<file path="config.mk">
export PLATFORM = sky130hd
export DESIGN_NAME = fios_result_collector
export DESIGN_NICKNAME = d
export VERILOG_FILES = /design/src/rtl/fios_result_collector.sv
export SDC_FILE = /design/constraint.sdc
export NUM_CORES = 1
export LEC_CHECK = 0
export CORE_ASPECT_RATIO = 1.75
export CORE_MARGIN = 2
export CORE_UTILIZATION = 54
export DETAILED_ROUTE_END_ITERATION = 16
export GPL_ROUTABILITY_DRIVEN = 0
export PLACE_DENSITY = 0.68
export RECOVER_POWER = 25
export SLEW_MARGIN = 0
export SYNTH_ARGS = -nofsm -noshare
export SYNTH_HDL_FRONTEND = slang
export SYNTH_SLANG_ARGS = --single-unit
</file>
<file path="constraint.sdc">
create_clock -name clock_i -period 4.53 [get_ports clock_i]
set_input_delay 0.6795 -clock clock_i [delete_from_list [all_inputs] [get_ports clock_i]]
set_output_delay 0.6795 -clock clock_i [all_outputs]
set_load 0.02 [all_outputs]
</file>
<file path="src/rtl/fios_result_collector.sv">
// DSP cascade result collector: folds inter-limb carries into 17-bit limbs and streams them out of a FIFO.
// Optional macro FIOS_RESULT_CARRY_OUT_EN adds carry_o, the final carry stored with each last limb.
module fios_result_collector #(
  parameter int LIMB_COUNT = 8,
  parameter int FIFO_DEPTH = 16
) (
  input  logic                          clock_i,
  input  logic                          reset_i,
  input  logic                          P_valid_i,
  input  logic [33:0]                   P_i,
  output logic [16:0]                   limb_o,
  output logic                          limb_valid_o,
  input  logic                          limb_ready_i,
  output logic                          limb_last_o,
  output logic [$clog2(FIFO_DEPTH):0]   level_o,
  output logic                          overflow_o
`ifdef FIOS_RESULT_CARRY_OUT_EN
  ,
  output logic [17:0]                   carry_o
`endif
);

  localparam int AW = $clog2(FIFO_DEPTH);
  localparam int IW = $clog2(LIMB_COUNT);
`ifdef FIOS_RESULT_CARRY_OUT_EN
  localparam int EW = 17 + 1 + 18;
`else
  localparam int EW = 17 + 1;
`endif

  logic [IW-1:0] idx_reg;
  logic [17:0]   carry_reg;
  logic [AW:0]   wr_ptr_reg;
  logic [AW:0]   rd_ptr_reg;
  logic          overflow_reg;
  logic [EW-1:0] mem [FIFO_DEPTH];

  logic [34:0]   sum;
  logic          is_last;
  logic          empty;
  logic          full;
  logic          pop;
  logic          push;
  logic [EW-1:0] entry_in;
  logic [EW-1:0] head;

  // Carry from the previous limb only applies inside an operand.
  assign is_last = (idx_reg == IW'(LIMB_COUNT - 1));
  assign sum     = {1'b0, P_i} + ((idx_reg == '0) ? 35'd0 : {17'd0, carry_reg});

  assign empty = (wr_ptr_reg == rd_ptr_reg);
  assign full  = (wr_ptr_reg[AW] != rd_ptr_reg[AW]) &&
                 (wr_ptr_reg[AW-1:0] == rd_ptr_reg[AW-1:0]);
  assign pop   = !empty && limb_ready_i;
  assign push  = P_valid_i && (!full || pop);

`ifdef FIOS_RESULT_CARRY_OUT_EN
  assign entry_in = {(is_last ? sum[34:17] : 18'd0), is_last, sum[16:0]};
`else
  assign entry_in = {is_last, sum[16:0]};
`endif

  // Framing state advances on every presented word, even a dropped one.
  always_ff @(posedge clock_i or posedge reset_i) begin
    if (reset_i) begin
      idx_reg   <= '0;
      carry_reg <= '0;
    end else if (P_valid_i) begin
      idx_reg   <= is_last ? '0 : idx_reg + 1'b1;
      carry_reg <= sum[34:17];
    end
  end

  always_ff @(posedge clock_i or posedge reset_i) begin
    if (reset_i) begin
      wr_ptr_reg   <= '0;
      rd_ptr_reg   <= '0;
      overflow_reg <= 1'b0;
    end else begin
      if (push) wr_ptr_reg <= wr_ptr_reg + 1'b1;
      if (pop)  rd_ptr_reg <= rd_ptr_reg + 1'b1;
      if (P_valid_i && !push) overflow_reg <= 1'b1;
    end
  end

  always_ff @(posedge clock_i) begin
    if (push) mem[wr_ptr_reg[AW-1:0]] <= entry_in;
  end

  // Outputs are forced to zero while empty so reset and idle present clean values.
  assign head         = mem[rd_ptr_reg[AW-1:0]];
  assign limb_valid_o = !empty;
  assign limb_o       = empty ? 17'd0 : head[16:0];
  assign limb_last_o  = empty ? 1'b0 : head[17];
  assign level_o      = wr_ptr_reg - rd_ptr_reg;
  assign overflow_o   = overflow_reg;
`ifdef FIOS_RESULT_CARRY_OUT_EN
  assign carry_o      = empty ? 18'd0 : head[35:18];
`endif

endmodule

</file>
==> run metrics <==
Critical Path RT=3850 ps; failing checks=capacitance limit, slew limit; Fill cells=1835; final hold vios=0; cell leakage power=5.37 nW; GRT Util Overall=a little under a quarter; DR WL/cell=25.9 microns; Core Box Area=25700 sq um; initial antenna violation count=0; Antenna Nets Post-Route=0; Die W=~130 microns; sequential share of power=39.4%; drt pass-1 iters=5; clk slew on worst S/H paths=70 ps; critical path class=reg -> out; cell area after synthesis=about 14000 sq um; Psw=3.73 mW; H-tree depth=1; Slew @ Worst Pin=1570 ps; Gate Count Post-Synth=approximately 800; Place WS=460 ps; Final Skew=roughly 18 ps; layout cells sized above 1=between 10% and 20%; final setup violation count=0; biggest area consumer among synthesized cells=edfxtp_1; Layout area overhead=14.9%; antenna cells=0; Slew Limit Fails=65; #FFs+latches synth=320; CTS Buffer Depth=3; Slew headroom=-4.94%; CTS Root Cell=clkbuf_16; setup bufs post-CTS=0; min-delay src=overflow_o$_DFFE_PP0P_; Worst setup SP type=flip-flop; Post-synth EDFFs=approximately 290; vias in the first global route=just over 8000; DR vias/cell=~6.2; Synthesis Warnings=0; worst IR drop on VDD=0.392 mV; final setup TNS=0 ps; Final HPWL DP=20800 microns; Max Clock Freq=236 MHz; first-pass GRT wire length=48300 microns; Net Sw Frac=about a third; status=complete, but fails checks; Pint=7.59 mW; CTS sink cnt=320; Post-synth ARST share=10.0%; placed cell count=1182; die height=217 microns; Final #Nets=about 960; Post-route DRC=0; PwrDens=between 700 and 800 nW/um^2; worst hold margin=roughly 460 ps; PortBufs=62; Most used DFF post-synth=edfxtp_1; initial core utilization=54.5%; Layout Cells excl Fill=1233; Syn Area/Cell=roughly 18 sq um; Worst-Skew Late Latency=550 ps; Arr. time, crit path=roughly 3600 ps; die area=roughly 27000 sq um; # hold bufs at CTS=0; GR Overflow Total=0; RSZ-0062 raised after global routing=no; Power, Total=~11 mW; # resized after CTS=0; max_cap viols=3; row count=78; Critical R2R Launch=idx_reg[1]$_DFFE_PP0P_; count of different cell masters after synthesis=57; worst hold path type=reg -> reg; Clock Power Share=20.8%; Largest register FFs=~290; setup slack after layout=293 ps; # IOs=between 60 and 70; post-synthesis sequential area ratio=67.6%; CTS tree=done; Max Fanout on Critical Path=27; CP endpoint kind=output port; Logic pwr share=slightly below 40%; Critical Path Source=rd_ptr_reg[0]$_DFFE_PP0P_; syn nets=863; crit path time final=4240 ps; initial DRC count=roughly 690; post-synth top area share=61.8%; Synth area leaders=edfxtp_1, mux4_2, dfrtp_1; period utilization=93.5%; Vias=slightly below 8000; pin count of the biggest net entering global routing=63; Routed Wire Length=around 32000 microns; CTS buffer count=28
==> routing by layer <==
metal	up-vias	track usage, %	part of all wire (%)
li1	3384	-	-
met1	3995	29.1	37
met2	259	43.3	55
met3	66	2.38	4.3
met4	0	9.48	3.8
met5	-	0	0
==> per-stage QoR <==
stage / area (sq um) / util [%]
after floorplan: 14000 / -
after global placement: 15200 / 59.4
after detailed placement: 15200 / 59.4
after CTS: 16100 / 62.9
after global routing: 16100 / 62.6
final: 16100 / 62.6
==> final timing paths <==
path	end	slack [ps]	cells past startpoint
worst min register to register	overflow_o$_DFFE_PP0P_	460	1
min in group asynchronous	wr_ptr_reg[4]$_DFFE_PP0P_	490	2
max in group asynchronous	rd_ptr_reg[0]$_DFFE_PP0P_	2110	3
worst max register to register	mem[3][15]$_DFFE_PP_	370	11
worst min-delay path	overflow_o$_DFFE_PP0P_	460	1
worst max-delay path	limb_last_o	290	6
==> synthesized netlist by cell type (2+ instances only) <==
master,count
or4_1,5
dfrtp_1,32
o21a_1,3
clkbuf_1,18
fa_1,2
a211o_1,2
o311ai_0,2
and3_1,8
buf_2,8
xor2_1,5
a2111o_1,4
ha_1,30
a21boi_0,2
nor3_1,10
a21oi_1,26
nand3b_1,3
xnor2_1,20
o31ai_1,7
edfxtp_1,288
nor2_1,27
nor2b_1,21
a31oi_1,8
or3_1,8
nand2_1,36
nand4_1,13
mux4_2,90
buf_6,4
a21o_1,8
nand2b_1,7
inv_1,22
and2_1,22
nand3_1,11
o21ai_0,16
buf_1,2
==> power groups by stage <==
stage | logic [mW] | clock network, mW | registers [mW]
floorplan | 3.00 | 0 | 4.37
global placement | 4.44 | 0 | 4.50
detailed placement | 4.56 | 0 | 4.54
CTS | 4.58 | 2.39 | 4.48
global route | 4.82 | 2.50 | 4.51
finish | 4.50 | 2.35 | 4.46
==> cell families (layout without fill, tap and decap cells) <==
logic type / Yosys count / in the layout / synth area share, %
flops: 320 / 320 / 67.6
mux: 91 / 91 / 14.6
fa+ha+maj: 32 / 32 / 2.97
buf+inv: 55 / 175 / 1.76
compound gates: 93 / 93 / 4.69
simple gates: 177 / 177 / 6.88
xor+xnor: 25 / 25 / 1.57
==> cell usage in the layout, fill, tap and decap left out, drive strengths merged, types with 2 or more instances in the layout <==
cell type      count
a2111o             4
a2111oi            2
a211o              2
a21boi             2
a21o               8
a21oi             27
a31oi              8
and2              23
and3               8
buf               30
bufinv             3
clkbuf            44
clkdlybuf4s50     58
clkinv            12
dfrtp             32
dlygate4sd3        4
edfxtp           288
fa                 2
ha                30
inv               23
mux4              90
nand2             36
nand2b             7
nand3             12
nand3b             3
nand4             14
nor2              27
nor2b             21
nor3              11
o21a               3
o21ai             16
o311ai             2
o31ai              7
or3                8
or4                5
xnor2             20
xor2               5
==> worst max-delay path, stage by stage, from the launching register on <==
cell and delay (ps):
dfrtp_4 690, ha_1 400, nand4_1 110, nor2b_1 890, buf_4 310, nor2b_1 60
clkdlybuf4s50_1 550
==> cell type report <==
cell class,count,area [sq um],area share (%)
multi-input cells,418,4310,26.8
clock inverters,16,153,0.950
flip-flops and latches,320,9450,58.8
repair buffers,101,917,5.71
well taps,320,400,2.49
inverters,23,86.3,0.537
clock buffers,35,748,4.66
Power figures use the tool's default switching activity.
